<file path="src/rtl/led_seq_ctrl.sv">
// led_seq_ctrl: priority scheduler (alarm > chime > set > idle) driving led_itf; define ALARM_SNOOZE_EN for snooze.
module led_seq_ctrl #(
  parameter int STEP_CYC    = 25_000_000,
  parameter int CHIME_CYC   = 150_000_000,
  parameter int ALARM_STEPS = 120,
  parameter int SNOOZE_CYC  = 500_000_000
) (
  input  logic       sysclk,
  input  logic       rst,
  input  logic       alarm_req,
  input  logic       alarm_ack,
  input  logic       chime_pulse,
  input  logic       set_mode,
  input  logic [1:0] set_field,
  input  logic [9:0] idle_mask,
  input  logic       snooze,
  output logic [9:0] twinkle_fre,
  output logic [9:0] twinkle_led,
  output logic [9:0] valid_led,
  output logic [9:0] lin,
  output logic [1:0] active_src,
  output logic       busy
);
  localparam int M1 = STEP_CYC > CHIME_CYC ? STEP_CYC : CHIME_CYC;
  localparam int MAXC = M1 > SNOOZE_CYC ? M1 : SNOOZE_CYC;
  localparam int W = $clog2(MAXC + 1);
  localparam int SW = $clog2(ALARM_STEPS + 1);
  typedef enum logic [1:0] {IDLE = 2'd0, SETIND = 2'd1, CHIME = 2'd2, ALARM = 2'd3} state_t;
  state_t state, rest, arb;
  logic [W-1:0] cnt;
  logic [3:0] pos;
  logic [SW-1:0] steps;
  logic chime_pend, alarm_lock, chime_req, alarm_ok, step_done, alarm_end, snz_hit, snz_ok;
  logic [9:0] chase, grp;
`ifdef ALARM_SNOOZE_EN
  logic [W-1:0] snz;
  assign snz_ok = snz == '0;
  assign snz_hit = snooze;
  always_ff @(posedge sysclk)
    if (rst || alarm_ack) snz <= '0;
    else if (state == ALARM && snooze) snz <= W'(SNOOZE_CYC);
    else if (snz != '0) snz <= snz - 1'b1;
`else
  assign snz_ok = 1'b1;
  assign snz_hit = snooze & 1'b0;
`endif
  assign chime_req = chime_pend | (chime_pulse && state != CHIME);
  assign alarm_ok = alarm_req && !alarm_lock && !alarm_ack && snz_ok;
  assign rest = chime_req ? CHIME : set_mode ? SETIND : IDLE;
  assign arb = alarm_ok ? ALARM : rest;
  assign step_done = cnt == W'(STEP_CYC - 1);
  assign alarm_end = alarm_ack || !alarm_req || (step_done && steps == SW'(ALARM_STEPS - 1));
  assign chase = 10'd1 << pos;
  assign grp = set_field == 2'd0 ? 10'h003 : set_field == 2'd1 ? 10'h01C : set_field == 2'd2 ? 10'h0E0 : 10'h000;
  always_ff @(posedge sysclk) begin
    if (rst) begin
      state <= IDLE;
      cnt <= '0;
      pos <= '0;
      steps <= '0;
      chime_pend <= 1'b0;
      alarm_lock <= 1'b0;
    end else begin
      chime_pend <= chime_req;
      if (!alarm_req) alarm_lock <= 1'b0;
      if (alarm_req && alarm_ack) alarm_lock <= 1'b1;
      case (state)
        IDLE, SETIND: begin
          state <= arb;
          cnt <= '0;
          pos <= '0;
          if (!alarm_req) steps <= '0;
          if (arb == CHIME) chime_pend <= 1'b0;
        end
        CHIME:
          if (alarm_ok) begin
            state <= ALARM;
            cnt <= '0;
            pos <= '0;
          end else if (cnt == W'(CHIME_CYC - 1)) begin
            state <= rest;
            cnt <= '0;
          end else cnt <= cnt + 1'b1;
        ALARM:
          if (alarm_end) begin
            state <= rest;
            cnt <= '0;
            steps <= '0;
            alarm_lock <= alarm_req;
            if (rest == CHIME) chime_pend <= 1'b0;
          end else if (snz_hit) begin
            // snooze keeps the step count so the 60 s budget spans re-entries
            state <= rest;
            cnt <= '0;
            if (rest == CHIME) chime_pend <= 1'b0;
          end else if (step_done) begin
            cnt <= '0;
            pos <= pos == 4'd9 ? 4'd0 : pos + 4'd1;
            steps <= steps + 1'b1;
          end else cnt <= cnt + 1'b1;
      endcase
    end
  end
  always_ff @(posedge sysclk) begin
    if (rst) begin
      twinkle_fre <= 10'h004;
      twinkle_led <= '0;
      valid_led <= '0;
      lin <= '0;
      active_src <= 2'd0;
      busy <= 1'b0;
    end else begin
      active_src <= state;
      busy <= state[1];
      twinkle_fre <= state == ALARM ? 10'h001 : state == CHIME ? 10'h002 : 10'h004;
      valid_led <= state == ALARM ? chase : state == CHIME ? 10'h3FF : state == SETIND ? grp : idle_mask;
      twinkle_led <= state == ALARM ? chase : state == CHIME ? 10'h3FF : state == SETIND ? grp : 10'h000;
      lin <= state == ALARM ? chase : state == IDLE ? idle_mask : 10'h3FF;
    end
  end
endmodule

</file>
<file path="config.mk">
export PLATFORM = sky130hd
export DESIGN_NAME = led_seq_ctrl
export DESIGN_NICKNAME = d
export VERILOG_FILES = /design/src/rtl/led_seq_ctrl.sv
export SDC_FILE = /design/constraint.sdc
export NUM_CORES = 1
export LEC_CHECK = 0
export BUFFER_PORTS_ARGS = -buffer_cell sky130_fd_sc_hd__buf_2
export CAP_MARGIN = 30
export CORE_MARGIN = 2
export CORE_UTILIZATION = 45
export CTS_BUF_LIST = sky130_fd_sc_hd__clkbuf_4 sky130_fd_sc_hd__clkbuf_8
export DETAILED_ROUTE_END_ITERATION = 10
export PLACE_DENSITY = 0.76
export SYNTH_ARGS = -nofsm -noshare
export SYNTH_HDL_FRONTEND = slang
export SYNTH_SLANG_ARGS = --single-unit
</file>
<file path="constraint.sdc">
create_clock -name sysclk -period 2.25 [get_ports sysclk]
set_input_delay 0.45 -clock sysclk [delete_from_list [all_inputs] [get_ports sysclk]]
set_output_delay 0.45 -clock sysclk [all_outputs]
set_load 0.03 [all_outputs]
</file>
* After elaboration in Yosys (flattened, before gate mapping)
Cells that the tools add are included.
** Word-level totals
- Flip-flop bits (word level) :: 87
- Latch bits :: 0
- Bits in writable memories :: 0
- Bits in read-only memories :: 0
- Bits of input ports :: 19
- Output and inout port bits :: 43
- Logic and storage cells :: 97
- Memories :: 0
** Operators by class
- $add $sub $neg :: 3
- Multiply operators :: 0
- Divide/modulo/power cells :: 0
- Magnitude comparators :: 0
- Eq/ne operators :: 19
- Shifts and indexed selects :: 1
- Mux-type cells :: 42
- Bitwise operators :: 1
- Reductions and logical operators :: 18
** Operators with widths (count)
- $mux W29 :: 4
- $pmux W29 S3 :: 1
- $mux W10 :: 7
- $mux W8 :: 4
- $add A29 B1 Y29 const B :: 1
- $eq A29 B25 Y1 const B :: 1
- $eq A29 B28 Y1 const B :: 1
- $mux W7 :: 3
- $mux W4 :: 4
- $pmux W7 S2 :: 1
- $ne A2 B2 Y1 const B :: 6
- $pmux W4 S3 :: 1
- $eq A2 B2 Y1 const B :: 5
- $mux W2 :: 5
- $shl A1 B4 Y10 const A :: 1
- $mux W1 :: 8
- $add A7 B1 Y7 const B :: 1
- $eq A7 B7 Y1 const B :: 1
- $mux W3 :: 2
- $ne A3 B3 Y1 const B :: 2
- $pmux W2 S3 :: 1
- $reduce_and A3 Y1 :: 2
- $logic_and A1 B1 Y1 :: 5
- $add A4 B1 Y4 const B :: 1
- 10 further kinds :: 16

* Logic depth before layout (Yosys ltp)
Gate-level depths: netlist of run 1.
- Depth after elaboration :: 8
- Gate-level depth with buffers :: 7
- Gate-level depth less buffers :: 6

* Least setup slack after synthesis of run 1
OpenSTA, ideal clock, no wires.
- Kind :: reg2reg
- From :: reg cnt[13]
- To :: reg cnt[14]
- Library setup time :: 0.115 ns
- Arrival :: 1.909 ns
- Required time :: 2.135 ns
- Path slack :: 0.226 ns
- Cell stages (with the launch flop) :: 7
- Buffers on the path :: 1
- Period minus slack after synthesis :: 2.024 ns
- Path through :: dfxtp_1 -> or4b_4 -> nor4_4 -> nor2_2 -> o31ai_4 -> buf_6 -> nor2_2
** On the way
- Word-level cells in the longest chain between the ends :: 5
- Elaborated cells on any way between the ends :: 10
- Those cells by class :: add/sub (1); eq/ne (2); mux (5); reduce/logical (2)
** RTL lines
- start, declared :: line 30 : logic [W-1:0] cnt;
- start signal, assigned :: line 83 : end else cnt <= cnt + 1'b1;
- start signal, assigned :: line 100 : end else cnt <= cnt + 1'b1;
- parallel branches: the longest is 4 deep, another holds $add A29 B1 Y29
- $pmux W29 S3 * :: line 67 : case (state)
Mark *: on every way between the ends.
A chain may end at the register's enable or synchronous reset.

* Worst setup path after layout of run 1
- From :: reg cnt[12]
- To :: reg cnt[24]
Same word-level chain as after synthesis.

==> results of run 1 <==
==> per-stage QoR <==
| step | hold slack, ns | utilization (%) | setup WS (ns) |
|---|---|---|---|
| floorplan | 0.458 | - | 0.226 |
| global placement | 0.469 | 51.1 | 0.212 |
| detailed placement | 0.482 | 51.1 | 0.165 |
| CTS | 0.283 | 53.8 | 0.146 |
| global route | 0.286 | 53.8 | 0.0310 |
| finish | 0.293 | 53.8 | 0.158 |
==> flip-flops by register name, indices dropped and copies added (netlist names) <==
name,cells
twinkle_led,10
steps,7
state,2
pos,4
twinkle_fre,3
cnt,29
valid_led,10
chime_pend,1
alarm_lock,1
active_src,2
lin,10
==> layout by cell type, fill, tap and decap left out, types with 3 or more instances in the layout <==
cell type and n:
or3_1 11, dfxtp_1 79, and4_1 5, clkbuf_8 9, ha_1 5, buf_4 11, and2_1 4, and3_1 7
nand3_1 15, conb_1 7, nor2_2 21, nand2b_1 4, xor2_1 16, inv_1 9, o21ai_0 18, nor4b_1 3
nand4_1 15, a21oi_1 40, nor2b_1 6, xnor2_1 8, buf_2 53, o31ai_1 5, nand2_1 24, nor3_1 8
a21o_1 8, nor4_1 3, or4_1 4, nor2_1 33
==> final cells by class <==
type	instances	area, um^2
Fill cell	735	3580
Multi-Input combinational cell	302	1870
Sequential cell	79	1580
Timing Repair Buffer	65	368
Tap cell	102	128
Clock buffer	9	124
Clock inverter	7	80.1
Inverter	9	33.8
==> power groups by stage <==
stage | clock network [mW] | logic (mW) | registers [mW]
final | 1.08 | 0.498 | 1.51
after global routing | 1.16 | 0.537 | 1.52
after CTS | 1.11 | 0.499 | 1.51
after detailed placement | 0 | 0.497 | 1.55
after global placement | 0 | 0.489 | 1.54
after floorplan | 0 | 0.218 | 1.68
==> logic make-up (layout without fill, tap and decap cells) <==
family,count (synthesis),in the layout
AND/OR/NAND/NOR,177,177
AO/OA/AOI/OAI,87,87
flip-flops,79,79
buffers and inverters,38,90
XOR/XNOR,24,24
adder cells (fa/ha/maj),5,5
multiplexers,2,2
other,1,7
==> worst paths after layout <==
kind | from | end | cells after the start
max reg2reg | cnt[12] | cnt[24] | 6
max | cnt[12] | cnt[24] | 6
min reg2reg | steps[1] | steps[1] | 2
min | idle_mask[2] | valid_led[2] | 2
==> metal layers <==
| layer | GRT usage, % | routed length (um) | up-vias |
|---|---|---|---|
| li1 | - | - | 1549 |
| met1 | 21.7 | 3400 | 1466 |
| met2 | 31.7 | 3790 | 99 |
| met3 | 4.82 | 484 | 13 |
| met4 | 6.28 | 122 | 0 |
| met5 | 0 | 0 | - |
==> critical path: cells and delay by family (launching register included) <==
family	cells	cell delay [ns]
simple gates	4	1.03
flops	1	0.43
compound gates	1	0.27
buf+inv	1	0.23
==> flow_metrics.env, run 1 <==
export IMPL_dpl_cell_count=557
export IMPL_die_area_um2=8790
export IMPL_slowest_stage="or4b_4"
export IMPL_tightest_slew_ns=0.789
export IMPL_finalNonFillerCells=573
export IMPL_setup_viol_count_final=0
export IMPL_cap_viol_max_count=0
export IMPL_cts_buffers=9
export IMPL_leakage_nw=1.63
export IMPL_drtPass1Iterations=5
export IMPL_start_kind="flop"
export IMPL_core_area_um2=7770
export IMPL_drtAntennaViolNets=0
export IMPL_start_util_pct=46.7
export IMPL_cts_buffer_depth=2
export IMPL_arrival_ns=2.34
export IMPL_cts_root_buf="clkbuf_8"
export IMPL_placed_area_um2=3970
export IMPL_grt_pass1_vias=2841
export IMPL_drc=0
export IMPL_h_tree_depth=3
export IMPL_std_cell_rows=32
export IMPL_antenna_found_initial=0
export IMPL_async_flop_share_pct=0
export IMPL_yosysSeqAreaShare_pct=43.6
export IMPL_switching_power_mw=0.938
export IMPL_drt_iter0_markers=162
export IMPL_cts_setup_buffers=0
export IMPL_io_pins=62
export IMPL_synth_top_area_cell="dfxtp_1"
export IMPL_synth_simple_gate_area_share_pct=28.1
export IMPL_synthAdderAreaFrac_pct=1.72
export IMPL_synthFlopType="dfxtp_1"
export IMPL_regToRegSetupSlack_ns=0.16
export IMPL_comb_power_share_pct=16.1
export IMPL_grtUsageTotal_pct=18.2
export IMPL_fin_skew_ns=0.00797
export IMPL_netlist_top_cells_area="dfxtp_1 44%, a21oi_1 5.5%, xor2_1 3.9%"
export IMPL_cellInternalPower_mw=2.16
export IMPL_synth_top_family_by_area="simple AND/OR/NAND/NOR gates"
export IMPL_num_vias=3127
export IMPL_grt_ovfl_total=0
export IMPL_worstPathCellList="or4b_4 > nor4_4 > nor2_2 > o31ai_4 > buf_12 > nor2_1"
export IMPL_layout_drive_gt1_share_pct=24.8
export IMPL_period_minus_slack_ns=2.09
export IMPL_cts_tree="yes"
export IMPL_n_antenna_cell=0
export IMPL_hold_buffers=0
export IMPL_syn_cell_area_um2=3630
export IMPL_nets=490
export IMPL_fp_dieH_um=93.8
export IMPL_routed_via_density=5.46
export IMPL_yosys_mux_area_fraction_pct=0.552
export IMPL_die_w_um=93.8
export IMPL_ir_worst_vdd_uv=442
export IMPL_synthXorXnorAreaFrac_pct=5.80
export IMPL_maxSlewViolCount=0
export IMPL_cts_clk_slew_worst_paths_ns=0.09
export IMPL_grt_first_pass_wirelength_um=12900
export IMPL_fin_crit_sh_pct=93.0
export IMPL_port_buffers=53
export IMPL_synth_most_common_cell="dfxtp_1"
export IMPL_switching_share_pct=30.3
export IMPL_netlist_top_cells_count="79 x dfxtp_1, 40 x a21oi_1, 33 x nor2_1"
export IMPL_pwr_density_cell_nw_per_um2=740
export IMPL_gp_congestion=0.859
export IMPL_clk_latency_ns=0.36
export IMPL_drt_wl_total_um=7800
export IMPL_p_seq_share_pct=48.8
export IMPL_crit_required_ns=2.50
export IMPL_setup_tns_ns=0
export IMPL_pwr_share_clk_pct=35.0
export IMPL_cts_resized=0
export IMPL_hold_path_class="in -> reg"
export IMPL_synth_cell_types=52
export IMPL_cpPeakStageDelay_ns=0.50
export IMPL_synth_seq_cells=79
export IMPL_synth_edf_count=0
export IMPL_relSlewSlack_pct=47.4
export IMPL_synth_compound_area_share_pct=14.5
export IMPL_rsz0062_at_grt="false"
export IMPL_finalHoldViolations=0
export IMPL_crit_type="reg -> reg"
export IMPL_grt_max_degree=29
export IMPL_power_mw=3.10
export IMPL_finalInstanceArea_um2=4180
export IMPL_wl_per_cell_um=13.6
export IMPL_fmax_mhz=478
export IMPL_synth_warning_count=0
export IMPL_cp_max_fo=28
export IMPL_end_kind="flop"
export IMPL_synth_top_cell_area_share_pct=43.6
export IMPL_netlist_instances=413
export IMPL_status="completed"
export IMPL_syn_to_final_growth_pct=15.3
export IMPL_hpwl_um=5700
export IMPL_cts_sinks=79
export IMPL_synth_avg_cell_area_um2=8.78
(Power assumes the default switching activity.)
==> run 2: changes to the inputs <==
ABC_AREA = 1   (was default)
CTS_CLUSTER_DIAMETER = 120   (was default)
==> run 2 against run 1 <==
Compared with the run above:
- maximum frequency up 13%
- die area is 4.4% higher
- final area up 4.5%
- cell count rose by 20%
- wire length increased by 15%
- critical path type unchanged
- largest power group unchanged
- highest routed layer unchanged
==> flow_metrics.env, run 2 <==
export IMPL_timing_hold_ws_ns=0.334
export IMPL_start_util_pct=46.4
export IMPL_r2r_start="cnt[0]"
export IMPL_grt_pass1_vias=3182
export IMPL_grt_ovfl_total=0
export IMPL_dpl_cell_count=672
export IMPL_cts_buffers=9
export IMPL_netlist_top_cells_count="93 x nor2_1, 91 x nand2_1, 79 x dfxtp_1"
export IMPL_cts_resized=0
export IMPL_period_minus_slack_ns=1.86
export IMPL_fin_skew_ns=0.00571
export IMPL_switching_power_mw=0.923
export IMPL_clk_latency_ns=0.36
export IMPL_pwr_density_cell_nw_per_um2=743
export IMPL_fp_dieH_um=95.8
export IMPL_h_tree_depth=3
export IMPL_grtUsageTotal_pct=19.9
export IMPL_pwr_share_clk_pct=37.6
export IMPL_routed_via_density=5.16
export IMPL_arrival_ns=2.12
export IMPL_wl_per_cell_um=13.1
export IMPL_syn_to_final_growth_pct=15.3
export IMPL_end_kind="flop"
export IMPL_rr_worst_depth=10
export IMPL_setup_tns_ns=0
export IMPL_netlist_top_cells_area="dfxtp_1 42%, nor2_1 9.2%, nand2_1 9.0%"
export IMPL_synth_seq_cells=79
export IMPL_start_kind="flop"
export IMPL_crit_end="state[0]"
export IMPL_relSlewSlack_pct=64.6
export IMPL_place_ws_ns=0.413
export IMPL_synth_cell_types=37
export IMPL_nets=602
export IMPL_port_buffers=53
export IMPL_setup_ws_ns=0.392
export IMPL_power_mw=3.25
export IMPL_gp_congestion=0.953
export IMPL_drtPass1Iterations=5
export IMPL_finalInstanceArea_um2=4370
export IMPL_p_seq_share_pct=46.7
export IMPL_die_w_um=95.8
export IMPL_timing_critical_path_from="cnt[0]"
export IMPL_finalNonFillerCells=688
export IMPL_layout_drive_gt1_share_pct=18.4
export IMPL_cts_root_buf="clkbuf_8"
export IMPL_antenna_found_initial=0
export IMPL_comb_power_share_pct=15.8
export IMPL_cellInternalPower_mw=2.33
export IMPL_fmax_mhz=538
export IMPL_synth_top_area_cell="dfxtp_1"
export IMPL_mostFrequentLayoutCells="93 x nor2_1, 91 x nand2_1, 79 x dfxtp_1"
export IMPL_finalHoldViolations=0
export IMPL_status="completed"
export IMPL_largest_register="cnt"
export IMPL_grt_max_degree=27
export IMPL_drtAntennaViolNets=0
export IMPL_cts_setup_buffers=0
export IMPL_core_area_um2=8180
export IMPL_netlist_instances=520
export IMPL_io_pins=62
export IMPL_tightest_slew_ns=0.530
export IMPL_syn_cell_area_um2=3790
export IMPL_maxSlewViolCount=0
export IMPL_hold_path_class="in -> reg"
export IMPL_cts_sinks=79
export IMPL_cts_buffer_depth=2
export IMPL_layout_commonest_cell="nor2_1"
export IMPL_hpwl_um=6550
export IMPL_switching_share_pct=28.4
export IMPL_cts_tree="yes"
export IMPL_placed_area_um2=4140
export IMPL_fin_crit_sh_pct=82.6
export IMPL_num_vias=3548
export IMPL_synth_warning_count=0
export IMPL_synth_most_common_cell="nor2_1"
export IMPL_r2r_end="state[0]"
export IMPL_cp_max_fo=6
export IMPL_drt_wl_total_um=8990
export IMPL_synthFlopType="dfxtp_1"
export IMPL_cts_clk_slew_worst_paths_ns=0.08
export IMPL_leakage_nw=1.83
export IMPL_synth_top_cell_area_share_pct=41.7
export IMPL_drc=0
export IMPL_cap_viol_max_count=0
export IMPL_yosysSeqAreaShare_pct=41.7
export IMPL_rsz0062_at_grt="false"
export IMPL_regToRegSetupSlack_ns=0.39
export IMPL_hold_buffers=0
export IMPL_synth_avg_cell_area_um2=7.29
export IMPL_die_area_um2=9180
export IMPL_grt_first_pass_wirelength_um=14400
export IMPL_synth_edf_count=0
export IMPL_crit_type="reg -> reg"
export IMPL_drt_iter0_markers=191
export IMPL_largest_reg_flops=29
export IMPL_std_cell_rows=33
export IMPL_finish_utilization_pct=53.5
export IMPL_crit_required_ns=2.51
export IMPL_ir_worst_vdd_uv=352
export IMPL_setup_viol_count_final=0
export IMPL_n_antenna_cell=0
export IMPL_async_flop_share_pct=0
export IMPL_num_fill_cells=779
run 2: cell types whose count changed after synthesis, sizes merged, moves of 11 or more:
| cell | change |
|---|---|
| clkbuf | -11 |
| nor2 | +46 |
| nand2 | +79 |
| inv | +46 |
| or3 | -11 |
| nand3 | +26 |
run 2: final cells by class:
class / count / area, um^2 / share of cell area [%]
Clock buffer: 12 / 159 / 3.63
Clock inverter: 4 / 76.3 / 1.75
Inverter: 56 / 211 / 4.84
Multi-Input combinational cell: 375 / 1920 / 43.8
Sequential cell: 79 / 1580 / 36.2
Tap cell: 105 / 131 / 3.01
Timing Repair Buffer: 57 / 295 / 6.75
run 2: worst min path at each step:
stage,from,to,cells past startpoint
after detailed placement,cnt[0],cnt[0],1
after global routing,idle_mask[2],valid_led[2],2
after floorplan,cnt[0],cnt[0],1
after global placement,cnt[0],cnt[0],1
final,alarm_req,alarm_lock,3
after CTS,idle_mask[2],valid_led[2],2
run 2: kinds of logic after synthesis:
kind of cell               share of synthesized area [%]
adders and majority gates                           1.65
buffers and inverters                               8.35
and+or+nand+nor                                     33.5
other                                             0.0989
AOI/OAI and AO/OA                                   9.14
xor gates and xnor gates                            5.54
DFF                                                 41.7
run 2: worst max-delay path: stages (launching register included):
cell	delay (ns)
dfxtp_1	0.39
ha_1	0.17
inv_1	0.06
nor2_4	0.17
nand3_1	0.09
nor2_1	0.15
nand3_1	0.22
nand3_1	0.25
nand3_1	0.12
nand3_1	0.08
inv_1	0.05
run 2: power by group through the flow:
stage / clock network (mW) / registers [mW] / logic, mW
final: 1.22 / 1.52 / 0.513
after global routing: 1.31 / 1.53 / 0.559
after CTS: 1.24 / 1.52 / 0.512
after detailed placement: 0 / 1.55 / 0.510
after global placement: 0 / 1.55 / 0.502
after floorplan: 0 / 1.69 / 0.235
run 2: per-layer routing:
metal  global-route usage [%]  vias up  wire (um)
li1                         -     1782          -
met1                     25.9     1624       4100
met2                     32.1      124       4200
met3                     4.15       18        473
met4                     8.45        0        214
met5                        0        -          0
==> run 3: changes to the inputs <==
PLACE_DENSITY = 0.78   (was 0.76)
clock period = 1.68 ns   (was 2.25 ns; I/O delays follow)
==> run 3 against run 2 <==
Compared with the run above:
- sequential share of layout area shrank 2.0 points
- sequential power grew 34%
- clock skew grew 0.0086 ns
- clock-buffer cell count shrank 3
- power grew 26%
- non-clock buffer count grew 27
- critical endpoint is now steps[4]
- highest routed layer unchanged
==> flow_metrics.env, run 3 (synthesis results as in run 2) <==
export IMPL_status="completed"
export IMPL_crit_end="steps[4]"
export IMPL_drt_iter0_markers=252
export IMPL_rr_worst_depth=9
export IMPL_start_kind="flop"
export IMPL_std_cell_rows=33
export IMPL_pwr_density_cell_nw_per_um2=878
export IMPL_grt_first_pass_wirelength_um=14700
export IMPL_leakage_nw=1.95
export IMPL_gp_congestion=0.927
export IMPL_setup_viol_count_final=0
export IMPL_hpwl_um=6740
export IMPL_wl_per_cell_um=13.0
export IMPL_timing_critical_path_from="steps[1]"
export IMPL_antenna_found_initial=0
export IMPL_regToRegSetupSlack_ns=0.09
export IMPL_finalHoldViolations=0
export IMPL_min_path_cells=3
export IMPL_cts_buffer_depth=2
export IMPL_fmax_mhz=629
export IMPL_cts_tree="yes"
export IMPL_fin_skew_ns=0.0143
export IMPL_placed_area_um2=4340
export IMPL_fin_crit_sh_pct=94.6
export IMPL_dpl_cell_count=699
export IMPL_num_fill_cells=743
export IMPL_drtPass1Iterations=5
export IMPL_r2r_start="steps[1]"
export IMPL_finalInstanceArea_um2=4660
export IMPL_start_util_pct=46.4
export IMPL_rsz0062_at_grt="true"
export IMPL_port_buffers=53
export IMPL_ir_worst_vdd_uv=327
export IMPL_mostFrequentLayoutCells="91 x nand2_1, 89 x nor2_1, 71 x dfxtp_1"
export IMPL_core_area_um2=8180
export IMPL_crit_type="reg -> reg"
export IMPL_drt_wl_total_um=9320
export IMPL_syn_to_final_growth_pct=22.8
export IMPL_cts_root_buf="clkbuf_8"
export IMPL_relSlewSlack_pct=63.7
export IMPL_clk_latency_ns=0.36
export IMPL_arrival_ns=1.84
export IMPL_cts_clk_slew_worst_paths_ns=0.09
export IMPL_layout_commonest_cell="nand2_1"
export IMPL_finalNonFillerCells=716
export IMPL_r2r_end="steps[4]"
export IMPL_num_vias=3715
export IMPL_h_tree_depth=3
export IMPL_layout_drive_gt1_share_pct=26.2
export IMPL_cts_sinks=79
export IMPL_grt_ovfl_total=0
export IMPL_die_w_um=95.8
export IMPL_largest_register="cnt"
export IMPL_io_pins=62
export IMPL_tightest_slew_ns=0.544
export IMPL_drtAntennaViolNets=0
export IMPL_nets=630
export IMPL_routed_via_density=5.19
export IMPL_fp_dieH_um=95.8
export IMPL_grtUsageTotal_pct=20.4
export IMPL_period_minus_slack_ns=1.59
export IMPL_maxSlewViolCount=0
export IMPL_hold_path_class="in -> reg"
export IMPL_end_kind="flop"
export IMPL_cp_max_fo=4
export IMPL_drc=0
export IMPL_cap_viol_max_count=0
export IMPL_crit_required_ns=1.93
export IMPL_setup_tns_ns=0
export IMPL_cts_buffers=9
export IMPL_hold_buffers=0
export IMPL_grt_pass1_vias=3336
export IMPL_grt_max_degree=31
export IMPL_largest_reg_flops=29
export IMPL_die_area_um2=9180
export IMPL_n_antenna_cell=0
[run 3: cell count changes in the layout (fill, tap and decap cells not counted), sizes merged]
| cell | before | now |
|---|---|---|
| buf | 57 | 84 |
| inv | 56 | 57 |
| bufinv | 2 | 0 |
| clkinvlp | 1 | 2 |
| clkbuf | 12 | 9 |
| clkinv | 1 | 4 |
| nand2 | 103 | 104 |
[run 3: area by class of cell]
cell class	instances	area, um^2	share of cell area, %
Multi-Input combinational cell	376	2040	43.9
Sequential cell	79	1590	34.2
Timing Repair Buffer	84	498	10.7
Inverter	56	211	4.54
Tap cell	105	131	2.82
Clock buffer	9	124	2.66
Clock inverter	7	57.6	1.24
[run 3: power by group]
group	internal (mW)	total, mW	switching (mW)
combinational	0.220	0.738	0.519
clock	0.553	1.32	0.765
sequential	1.99	2.03	0.0442
total	2.76	4.09	1.33
[run 3: worst min-delay path by stage]
stage	startpoint	endpoint	slack [ns]
floorplan	rst	twinkle_led[0]	0.42
global placement	alarm_lock	alarm_lock	0.48
detailed placement	alarm_lock	alarm_lock	0.49
CTS	idle_mask[7]	valid_led[7]	0.20
global route	idle_mask[0]	valid_led[0]	0.21
finish	idle_mask[7]	valid_led[7]	0.21
[run 3: worst max-delay path, stage by stage, from the launching register on]
cell	delay, ns
dfxtp_1	0.36
ha_1	0.19
nand2_1	0.17
nor3_2	0.24
nand3_2	0.12
buf_4	0.17
nand3_1	0.07
nor2_1	0.05
nand2_1	0.06
a21oi_1	0.06
[run 3: layer usage]
metal | global-route usage (%) | wire length (um) | vias up
li1 | - | - | 1840
met2 | 33.0 | 4550 | 133
met4 | 11.0 | 264 | 0
met5 | 0 | 0 | -
met1 | 26.1 | 4000 | 1717
met3 | 3.21 | 508 | 25
[run 3: per-stage QoR]
stage	utilization [%]	hold WS [ns]	power, mW	setup WS, ns
3_5_place_dp	53.1	0.494	2.79	0.0364
4_1_cts	55.3	0.203	4.08	0.0120
3_3_place_gp	53.1	0.479	2.77	0.0566
6_report	56.9	0.209	4.09	0.0901
2_1_floorplan	-	0.416	2.58	0.143
5_1_grt	56.9	0.210	4.26	-0.0255
[run 3: timing repair]
action                                  4_1_cts  5_1_grt
endpoints found under the setup margin        0       41
resized for setup                             0       32
setup buffers                                 0        0
